<file path="src/rtl/adder_pkg.sv">
// Shared types for the digit-serial adder: controller state encoding.
package adder_pkg;
    typedef enum logic [1:0] {
        IDLE = 2'd0,
        RUN  = 2'd1,
        DONE = 2'd2
    } state_e;
endpackage

</file>
<file path="src/rtl/add_digit.sv">
// DIGIT-bit combinational ripple adder; also exposes the carry into its top bit for overflow.
module add_digit #(
    parameter int DIGIT = 1
) (
    input  logic [DIGIT-1:0] a,
    input  logic [DIGIT-1:0] b,
    input  logic             cin,
    output logic [DIGIT-1:0] sum,
    output logic             cout,
    output logic             msb_cin
);
    logic [DIGIT:0] c;

    always_comb begin
        sum  = '0;
        c    = '0;
        c[0] = cin;
        for (int i = 0; i < DIGIT; i++) begin
            sum[i]  = a[i] ^ b[i] ^ c[i];
            c[i+1]  = (a[i] & b[i]) | (a[i] & c[i]) | (b[i] & c[i]);
        end
    end

    assign cout    = c[DIGIT];
    assign msb_cin = c[DIGIT-1];
endmodule

</file>
<file path="src/rtl/serial_adder.sv">
// Digit-serial adder: accepts a, b, cin, then adds DIGIT bits per cycle over WIDTH/DIGIT cycles.
module serial_adder
    import adder_pkg::*;
#(
    parameter int WIDTH = 8,
    parameter int DIGIT = 1
) (
    input  logic             clk,
    input  logic             rst_n,
    input  logic             in_valid,
    output logic             in_ready,
    input  logic [WIDTH-1:0] a,
    input  logic [WIDTH-1:0] b,
    input  logic             cin,
    output logic             out_valid,
    input  logic             out_ready,
    output logic [WIDTH-1:0] sum,
    output logic             cout,
    output logic             ovf,
    output logic             busy
);
    localparam int N  = WIDTH / DIGIT;
    localparam int CW = (N > 1) ? $clog2(N) : 1;

    generate
        if (WIDTH < 2 || DIGIT < 1 || (WIDTH % DIGIT) != 0) begin : g_bad_params
            $error("serial_adder: WIDTH must be >= 2 and a multiple of DIGIT");
        end
    endgenerate

    state_e           state_q, state_d;
    logic [CW-1:0]    cnt_q, cnt_d;
    logic             carry_q, carry_d;
    logic [WIDTH-1:0] a_q, a_d, b_q, b_d, sum_q, sum_d;
    logic             cout_q, cout_d, ovf_q, ovf_d;

    logic [31:0]      off;
    logic [DIGIT-1:0] dig_a, dig_b, dig_s;
    logic             dig_c, dig_msb_cin;
    logic             last, accept;

    assign off    = 32'(cnt_q) * 32'(DIGIT);
    assign dig_a  = a_q[off +: DIGIT];
    assign dig_b  = b_q[off +: DIGIT];
    assign last   = (cnt_q == CW'(N - 1));

    add_digit #(.DIGIT(DIGIT)) u_add_digit (
        .a       (dig_a),
        .b       (dig_b),
        .cin     (carry_q),
        .sum     (dig_s),
        .cout    (dig_c),
        .msb_cin (dig_msb_cin)
    );

    assign in_ready  = (state_q == IDLE) || (state_q == DONE && out_ready);
    assign accept    = in_valid && in_ready;
    assign out_valid = (state_q == DONE);
    assign busy      = (state_q != IDLE);
    assign sum       = sum_q;
    assign cout      = cout_q;
    assign ovf       = ovf_q;

    always_comb begin
        state_d = state_q;
        cnt_d   = cnt_q;
        carry_d = carry_q;
        a_d     = a_q;
        b_d     = b_q;
        sum_d   = sum_q;
        cout_d  = cout_q;
        ovf_d   = ovf_q;
        case (state_q)
            RUN: begin
                sum_d[off +: DIGIT] = dig_s;
                carry_d = dig_c;
                cnt_d   = cnt_q + CW'(1);
                if (last) begin
                    // The last digit holds the word MSB, so its top-bit carries define ovf.
                    state_d = DONE;
                    cout_d  = dig_c;
                    ovf_d   = dig_msb_cin ^ dig_c;
                end
            end
            DONE: if (out_ready) state_d = IDLE;
            default: state_d = IDLE;
        endcase
        // Accept overrides the DONE->IDLE return, giving back-to-back operation.
        if (accept) begin
            state_d = RUN;
            a_d     = a;
            b_d     = b;
            carry_d = cin;
            cnt_d   = '0;
        end
    end

    always_ff @(posedge clk or negedge rst_n) begin
        if (!rst_n) begin
            state_q <= IDLE;
            cnt_q   <= '0;
            carry_q <= 1'b0;
            a_q     <= '0;
            b_q     <= '0;
            sum_q   <= '0;
            cout_q  <= 1'b0;
            ovf_q   <= 1'b0;
        end else begin
            state_q <= state_d;
            cnt_q   <= cnt_d;
            carry_q <= carry_d;
            a_q     <= a_d;
            b_q     <= b_d;
            sum_q   <= sum_d;
            cout_q  <= cout_d;
            ovf_q   <= ovf_d;
        end
    end
endmodule

</file>
<file path="config.mk">
export PLATFORM = sky130hd
export DESIGN_NAME = serial_adder
export DESIGN_NICKNAME = d
export VERILOG_FILES = /design/src/rtl/adder_pkg.sv /design/src/rtl/add_digit.sv /design/src/rtl/serial_adder.sv
export SDC_FILE = /design/constraint.sdc
export NUM_CORES = 1
export LEC_CHECK = 0
export ABC_AREA = 0
export BUFFER_PORTS_ARGS = -buffer_cell sky130_fd_sc_hd__buf_2
export CORE_MARGIN = 2
export CORE_UTILIZATION = 40
export DETAILED_ROUTE_END_ITERATION = 10
export PLACE_DENSITY = 0.68
export SKIP_LAST_GASP = 1
export SYNTH_ARGS = -nofsm -noshare
export SYNTH_HDL_FRONTEND = slang
export SYNTH_SLANG_ARGS = --single-unit
</file>
<file path="constraint.sdc">
create_clock -name clk -period 4.35 [get_ports clk]
set_input_delay 0.6525 -clock clk [delete_from_list [all_inputs] [get_ports clk]]
set_output_delay 0.6525 -clock clk [all_outputs]
set_load 0.005 [all_outputs]
</file>
==> run metrics, run 1 <==
count of distinct cell types in the synthesized netlist 35; peak fanout along the critical path 14; Clock Tree Buf Depth 2; DR iter-0 viols 25; library cell with the highest instance count after synthesis sky130_fd_sc_hd__dfrtp_1; Avg WL per Cell 14.0 µm; Setup Viol. Count Final 0; depth of the CTS H-tree 2; HPWL after DPL 2.16 mm; first-pass GRT wire length 4.96 mm; standard cell with the maximum stage delay on the critical path sky130_fd_sc_hd__dfrtp_1; worst supply voltage drop on vdd 0.301 mV; unrepaired setup endpoints after global routing no; number of instances resized during post-cts repair 0; class of the tightest hold or removal check in2async; number of hold-repair buffers added at the cts stage 0; Layout Nets 185; class of the most critical setup path reg2reg; max_cap viols 0; number of buffers inserted during clock tree synthesis 5; post-synthesis cell count 122; worst clock skew on the final layout 6.22 ps; standard-cell row count 23; Worst slew margin 53.9%; top cells by area in the synthesized netlist sky130_fd_sc_hd__dfrtp_1, sky130_fd_sc_hd__mux2_2, sky130_fd_sc_hd__mux4_2, sky130_fd_sc_hd__ha_1, sky130_fd_sc_hd__mux2_1; top cell type by total area after synthesis sky130_fd_sc_hd__dfrtp_1; Stages on worst setup path 5; vias post-DR 1066; Antenna Violating Nets Remaining 0; yosys synthesis warning count 0; vias per std cell 5.17; synthesized flop and latch total 32; tightest hold margin 407 ps; root cell of the clock tree sky130_fd_sc_hd__clkbuf_8; Antenna diodes 0; initial antenna violation count 0; drt drc 0; proportion of netlist area held by the largest area contributor 48.2%; via count of the first global-routing pass 1104; relative contribution of sequential cells to total power 38.5%; net switching component of the power 0.000545 W; post-layout utilization of the core 48.0%; cell area after synthesis 0.00166 mm²; Die Y-Extent 68.4 µm; slew of the pin with the lowest slew margin 692 ps; net switching share of the total power 37.5%; TritonCTS sink count 32; post-CTS setup buffers 0; Placer Congestion 0.813; maximum frequency from static timing analysis 372 MHz; total detailed-routing wirelength 2.89 mm; fin crit period 2690 ps; Worst-Skew Late Latency 290 ps; endpoint class of the critical path register; endpoint of the most critical register-to-register path sum[2]; mean instance size in the synthesized netlist 13.6 µm²; worst-case reg-to-reg path depth 5; DP Area 0.00184 mm²; floorplan die width 68.4 µm; number of enable-type register cells in the synthesized netlist 0; Post-synth top cells sky130_fd_sc_hd__dfrtp_1, sky130_fd_sc_hd__mux2_2, sky130_fd_sc_hd__ha_1, sky130_fd_sc_hd__inv_1; clock tree from TritonCTS done; maximum number of pins on one net before global-route repair 33; Port Buffer Count 33; relative contribution of the clock network to total power 14.5%; status finished, final reports clean; final count of pins violating max slew 0; leakage dissipation 0.905 nW; internal power 0.000907 W; sequential share of the synthesized area 48.2%; Core Box Area 0.00400 mm²; layout overhead on the synthesized area 15.5%; post-route fraction of the period consumed by the critical path 61.9%; count of TritonRoute iterations in the first routing pass 4; post-route worst setup slack 1660 ps; Final Instance Area 0.00192 mm²; final sum of negative setup slack 0 ps; number of buffer and inverter stages on the critical path 0; worst reg2reg setup slack 1660 ps; starting density of the core 41.5%; most instantiated flip-flop cell in the synthesis netlist sky130_fd_sc_hd__dfrtp_1; Critical Path AT 2920 ps; GR Overflow Total 0; number of fill cells in the layout 372; Critical path origin cnt_q[0]; origin of the critical flop-to-flop path cnt_q[0]; family of cells with the greatest summed delay on the critical path multiplexers; global-route usage over all layers 14.9%; share of layout cells above drive strength 1 44.9%; total die area 0.00468 mm²; num ports 34; kind of start point of the critical path register; stage delay of the slowest cell on the critical path 740 ps; Synth async-reset ratio 100%; final-report hold violation count 0; Req. time, crit path 4580 ps; post-synth net total 151; ratio of total power to cell area 757 mW/mm²; pre-CTS worst setup slack 1650 ps; Combinational Power Share 47.0%; list of cells traversed by the critical path mux4_2 -> mux2i_1 -> fa_1 -> nor4b_1 -> mux2_1; clock-pin slew of the registers on the worst-case setup and hold paths 60 ps
## layer usage
metal / up-vias / wire, µm / track usage, %
met3: 4 / 187 / 6.41
met1: 528 / 1230 / 17.0
li1: 508 / - / -
met4: 0 / 49 / 6.25
met2: 26 / 1420 / 24.2
met5: - / 0 / 0
## cell families (layout without fill, tap and decap cells)
group	after synthesis	count (layout)	synth area share, %
flip-flops	32	32	48.2
multiplexers	31	31	23.4
AND/OR/NAND/NOR	27	27	12.9
buffers and inverters	14	48	4.67
AO/OA/AOI/OAI	9	9	3.77
adder cells (fa/ha/maj)	8	8	6.48
XOR/XNOR	1	1	0.528
## cell type report
class                           instances  area, µm²  area share, %
Sequential cell                        32        801           41.7
Multi-Input combinational cell         76        782           40.8
Timing Repair Buffer                   33        165           8.61
Clock buffer                            6       72.6           3.78
Tap cell                               50       62.6           3.26
Inverter                                8       30.0           1.57
Clock inverter                          1       5.00          0.261
## stage by stage
| stage | total power (W) | std cells |
|---|---|---|
| floorplan | 0.00109 | 122 |
| global placement | 0.00123 | 199 |
| detailed placement | 0.00126 | 199 |
| CTS | 0.00147 | 206 |
| global route | 0.00158 | 206 |
| finish | 0.00145 | 206 |
## state kept, by name (all words and copies together) (netlist names)
name,flops
a_q,8
cout,1
cnt_q,3
carry_q,1
b_q,8
ovf,1
state_q,2
sum,8
## power by group through the flow
stage | clock network [W] | registers, W | logic (W)
2_1_floorplan | 0 | 0.000508 | 0.000586
3_3_place_gp | 0 | 0.000560 | 0.000666
3_5_place_dp | 0 | 0.000569 | 0.000686
4_1_cts | 0.000219 | 0.000563 | 0.000692
5_1_grt | 0.000239 | 0.000585 | 0.000760
6_report | 0.000210 | 0.000559 | 0.000683
## worst max-delay path by stage
| stage | endpoint | slack (ps) |
|---|---|---|
| after global placement | sum[6] | 1740 |
| after CTS | sum[6] | 1630 |
| after detailed placement | sum[6] | 1650 |
| after global routing | sum[6] | 1470 |
| after floorplan | sum[6] | 2030 |
| final | sum[2] | 1660 |
## layout by cell type, fill, tap and decap left out, drive strengths merged, types with 2 or more instances in the layout
cell     n
buf     33
dfrtp   32
mux2    23
inv      8
ha       7
clkbuf   6
nor4b    6
nand2    5
mux4     4
mux2i    4
nand4    3
o21ai    3
nand2b   2
o31ai    2
No activity file was read; power rests on OpenSTA's default activity.
==> inputs of run 2 (changes only) <==
--- a/config.mk
+++ b/config.mk
@@ -10,7 +10,7 @@
 export CORE_MARGIN = 2
 export CORE_UTILIZATION = 40
 export DETAILED_ROUTE_END_ITERATION = 10
-export PLACE_DENSITY = 0.68
+export PLACE_DENSITY = 0.71
 export SKIP_LAST_GASP = 1
 export SYNTH_ARGS = -nofsm -noshare
 export SYNTH_HDL_FRONTEND = slang
==> constraint.sdc (replaced) <==
create_clock -name clk -period 2.2 [get_ports clk]
set_input_delay 0.33 -clock clk [delete_from_list [all_inputs] [get_ports clk]]
set_output_delay 0.33 -clock clk [all_outputs]
set_load 0.005 [all_outputs]
==> run 2 against run 1 <==
Compared with the run above:
- the run now ends with setup timing left
- sequential cell count stayed put
- combinational power rose to 2.8 times the previous value
- via count is 5.7% higher
- total power is 130% higher
- sequential share of layout area is 2.2 points lower
- die area is the same
- non-clock buffer count is 8 higher
==> run metrics, run 2 (synthesis gave the netlist of run 1 again) <==
clock tree from TritonCTS done; max_cap viols 0; Storage cell area 802 µm²; total die area 0.00468 mm²; class of the tightest hold or removal check in2async; Antenna Violating Nets Remaining 0; kind of start point of the critical path register; count of TritonRoute iterations in the first routing pass 4; Worst slew margin 53.2%; endpoint of the most critical register-to-register path sum[1]; final count of pins violating max slew 0; most used cells in the layout excluding fill and tap cells sky130_fd_sc_hd__buf_2, sky130_fd_sc_hd__dfrtp_1, sky130_fd_sc_hd__mux2_2, sky130_fd_sc_hd__buf_4; origin of the critical flop-to-flop path cnt_q[0]; number of fill cells in the layout 366; leakage dissipation 0.957 nW; maximum number of pins on one net before global-route repair 33; global-route usage over all layers 15.8%; layout overhead on the synthesized area 22.2%; initial antenna violation count 0; post-route worst setup slack -54.8 ps; clock-pin slew of the registers on the worst-case setup and hold paths 70 ps; TritonCTS sink count 32; num ports 34; vias post-DR 1127; GR Overflow Total 0; standard-cell row count 23; worst-case reg-to-reg path depth 5; Port Buffer Count 33; depth of the CTS H-tree 2; via count of the first global-routing pass 1123; worst reg2reg setup slack -50 ps; starting density of the core 41.5%; number of buffers inserted during clock tree synthesis 5; most frequent standard cell in the layout excluding fill and tap cells sky130_fd_sc_hd__buf_2; drt drc 0; first-pass GRT wire length 5.30 mm; Setup Viol. Count Final 4; endpoint class of the critical path register; worst clock skew on the final layout 8.90 ps; fin crit period 2250 ps; post-layout utilization of the core 50.7%; Core Box Area 0.00400 mm²; Avg WL per Cell 15.1 µm; class of the most critical setup path reg2reg; Die Y-Extent 68.4 µm; HPWL after DPL 2.42 mm; Final Power 0.00340 W; endpoint of the most critical setup path sum[1]; share of layout cells above drive strength 1 52.1%; status complete, but fails checks; final sum of negative setup slack -74.5 ps; peak fanout along the critical path 5; Critical Path AT 2470 ps; DR iter-0 viols 42; Placer Congestion 0.765; vias per std cell 5.24; Worst-Skew Late Latency 290 ps; Layout Nets 193; total detailed-routing wirelength 3.25 mm; number of hold-repair buffers added at the cts stage 0; slew of the pin with the lowest slew margin 701 ps; worst supply voltage drop on vdd 0.670 mV; floorplan die width 68.4 µm; Antenna diodes 0; final-report hold violation count 0; Critical path origin cnt_q[0]; root cell of the clock tree sky130_fd_sc_hd__clkbuf_8; Clock Tree Buf Depth 2; tightest hold margin 84.6 ps; ratio of total power to cell area 1680 mW/mm²; post-route fraction of the period consumed by the critical path 102%; Req. time, crit path 2420 ps; violated checks setup timing; total area of multi-input combinational cells 816 µm²; pre-CTS worst setup slack -193 ps; maximum frequency from static timing analysis 444 MHz; unrepaired setup endpoints after global routing yes
-- run 2: cell type report --
class                   count  share of cell area (%)
clock inverters             2                   0.494
flip-flops and latches     32                    39.5
well taps                  50                    3.08
clock buffers               6                    4.07
multi-input cells          76                    40.2
inverters                   8                    1.48
repair buffers             41                    11.1
-- run 2: worst max-delay path: stages (launching register included) --
cell	delay [ps]
sky130_fd_sc_hd__dfrtp_2	440
sky130_fd_sc_hd__mux4_2	530
sky130_fd_sc_hd__mux2i_2	200
sky130_fd_sc_hd__fa_2	520
sky130_fd_sc_hd__nor4bb_4	290
sky130_fd_sc_hd__mux2_1	200
-- run 2: layer usage --
layer	track usage (%)	wire [µm]
met5	0	0
met4	8.50	77
met3	4.11	192
met2	26.4	1640
met1	18.4	1340
-- run 2: worst min-delay path by stage --
stage	depth (start not counted)	start	end
floorplan	0	rst_n	a_q[0]
global placement	1	rst_n	sum[6]
detailed placement	1	rst_n	sum[6]
CTS	1	rst_n	sum[6]
global route	1	rst_n	sum[5]
finish	1	rst_n	cnt_q[2]
-- run 2: timing repair --
item	in CTS	in global routing
pin swaps	1	1
endpoints found under the hold margin	0	0
resized for setup	3	3
setup buffers	1	1
endpoints found under the setup margin	6	6
-- run 2: stage by stage --
step,cells,area (µm²)
2_1_floorplan,122,1670
3_3_place_gp,205,1890
3_5_place_dp,205,1890
4_1_cts,214,2000
5_1_grt,215,2030
6_report,215,2030
-- run 2: power by group --
group / leakage [nW] / total, W / internal, W / switching (W)
logic: 0.512 / 0.00189 / 0.00103 / 0.000857
registers: 0.394 / 0.00104 / 0.000859 / 0.000185
clock network: 0.0510 / 0.000469 / 0.000249 / 0.000220
total: 0.957 / 0.00340 / 0.00214 / 0.00126
==> inputs of run 3 (changes only) <==
--- a/config.mk
+++ b/config.mk
@@ -15,3 +15,4 @@
 export SYNTH_ARGS = -nofsm -noshare
 export SYNTH_HDL_FRONTEND = slang
 export SYNTH_SLANG_ARGS = --single-unit
+export TNS_END_PERCENT = 50
==> run 3 against run 2 <==
Compared with the run above:
- non-clock buffer count is 2 lower
- sequential cell count stayed put
- clock-buffer cell count stayed put
- largest power group unchanged
- largest cell class unchanged
- register-to-register slack hardly changed
- design area is 0.62% lower
- sequential share of layout area is 0.25 points higher
- core utilization is 0.31 points lower
- total power is 3.3% lower
- combinational power is 3% lower
- via count is 3.7% lower
- the run still ends with setup timing left
- hold slack better by 0.68 ps
- critical endpoint unchanged
- clock power is 12% lower
==> run metrics, run 3 (synthesis gave the netlist of run 1 again) <==
final sum of negative setup slack -279 ps; most used cells in the layout excluding fill and tap cells sky130_fd_sc_hd__buf_2, sky130_fd_sc_hd__dfrtp_1, sky130_fd_sc_hd__mux2_2, sky130_fd_sc_hd__inv_1, sky130_fd_sc_hd__ha_1; violated checks setup timing; worst reg2reg setup slack -70 ps; Antenna diodes 0; Layout Nets 191; maximum number of pins on one net before global-route repair 33; global-route usage over all layers 16.5%; kind of start point of the critical path register; Placer Congestion 0.784; total detailed-routing wirelength 3.25 mm; GR Overflow Total 0; first-pass GRT wire length 5.49 mm; Antenna Violating Nets Remaining 0; Clock Tree Buf Depth 2; TritonCTS sink count 32; vias post-DR 1085; drt drc 0; root cell of the clock tree sky130_fd_sc_hd__clkbuf_8; Die Y-Extent 68.4 µm; clock-pin slew of the registers on the worst-case setup and hold paths 70 ps; class of the tightest hold or removal check in2async; Setup Viol. Count Final 5; Critical path origin cnt_q[0]; worst-case reg-to-reg path depth 5; tightest hold margin 85.3 ps; leakage dissipation 0.943 nW; post-route worst setup slack -67.8 ps; number of buffers inserted during clock tree synthesis 5; status complete, but fails checks; via count of the first global-routing pass 1173; max_cap viols 0; Final Power 0.00329 W; Core Box Area 0.00400 mm²; standard-cell row count 23; share of layout cells above drive strength 1 50.6%; class of the most critical setup path reg2reg; HPWL after DPL 2.42 mm; peak fanout along the critical path 5; slew of the pin with the lowest slew margin 696 ps; endpoint class of the critical path register; ratio of total power to cell area 1630 mW/mm²; Worst-Skew Late Latency 280 ps; DR iter-0 viols 28; unrepaired setup endpoints after global routing yes; starting density of the core 41.5%; Worst slew margin 53.6%; number of hold-repair buffers added at the cts stage 0; final count of pins violating max slew 0; post-route fraction of the period consumed by the critical path 103%; Port Buffer Count 33; floorplan die width 68.4 µm; num ports 34; most frequent standard cell in the layout excluding fill and tap cells sky130_fd_sc_hd__buf_2; Req. time, crit path 2420 ps; Critical Path AT 2490 ps; depth of the CTS H-tree 2; initial antenna violation count 0; total die area 0.00468 mm²; vias per std cell 5.12; maximum frequency from static timing analysis 441 MHz; worst clock skew on the final layout 7.68 ps; final-report hold violation count 0; worst supply voltage drop on vdd 0.759 mV; count of TritonRoute iterations in the first routing pass 4; clock tree from TritonCTS done; Avg WL per Cell 15.3 µm; origin of the critical flop-to-flop path cnt_q[0]; layout overhead on the synthesized area 21.4%; number of fill cells in the layout 358; fin crit period 2270 ps
-- run 3: cell count changes in the layout (fill, tap and decap cells not counted) --
cell / change
sky130_fd_sc_hd__buf_4: -2
sky130_fd_sc_hd__clkbuf_1: +1
sky130_fd_sc_hd__clkbuf_8: -1
sky130_fd_sc_hd__clkinv_2: -1
sky130_fd_sc_hd__nor4_2: -1
sky130_fd_sc_hd__nor4_4: +1
sky130_fd_sc_hd__nor4b_2: -1
sky130_fd_sc_hd__nor4b_4: +1
-- run 3: area by class of cell --
| cell class | count | area [µm²] | area share (%) |
|---|---|---|---|
| multi-input cells | 76 | 833 | 41.3 |
| flip-flops and latches | 32 | 802 | 39.8 |
| repair buffers | 39 | 210 | 10.4 |
| clock buffers | 6 | 72.6 | 3.60 |
| well taps | 50 | 62.6 | 3.10 |
| inverters | 8 | 30.0 | 1.49 |
| clock inverters | 1 | 5.00 | 0.248 |
-- run 3: metrics by stage --
stage | std cells | util (%) | setup slack (ps) | area (µm²)
6_report | 212 | 50.4 | -67.8 | 2020
5_1_grt | 212 | 50.4 | -183 | 2020
4_1_cts | 212 | 50.0 | -65.8 | 2000
3_5_place_dp | 205 | 47.3 | -216 | 1890
3_3_place_gp | 205 | 47.3 | -95.4 | 1890
2_1_floorplan | 122 | - | -60.5 | 1670
-- run 3: per-layer routing --
metal,wire [µm],part of all wire [%],GRT usage [%]
met3,167,5.1,4.77
met2,1700,52,27.5
met4,62,1.9,8.50
met1,1320,41,19.2
met5,0,0,0
-- run 3: timing repair --
action / 4_1_cts / 5_1_grt
setup buffers: 0 / 0
cloned: 0 / 0
endpoints found under the hold margin: 0 / 0
resized for setup: 6 / 2
endpoints found under the setup margin: 6 / 7
pin swaps: 0 / 2
-- run 3: report_power, final --
part	internal (W)	leakage [nW]	switching (W)	total, W
Clock	0.000214	0.0410	0.000198	0.000413
Combinational	0.000949	0.509	0.000880	0.00183
Sequential	0.000859	0.394	0.000189	0.00105
-- run 3: path summary, 6_finish.rpt --
| check | to |
|---|---|
| max | sum[1] |
| min | state_q[0] |
| max reg2reg | sum[1] |
| min reg2reg | cout |
| max in group asynchronous | cnt_q[0] |
| min in group clk | a_q[5] |
-- run 3: worst max-delay path, cell delays in order, from the launching register on --
cell and delay [ps]:
sky130_fd_sc_hd__dfrtp_2 440, sky130_fd_sc_hd__mux4_2 530, sky130_fd_sc_hd__mux2i_2 190, sky130_fd_sc_hd__fa_2 570
sky130_fd_sc_hd__nor4bb_4 310, sky130_fd_sc_hd__mux2_1 170
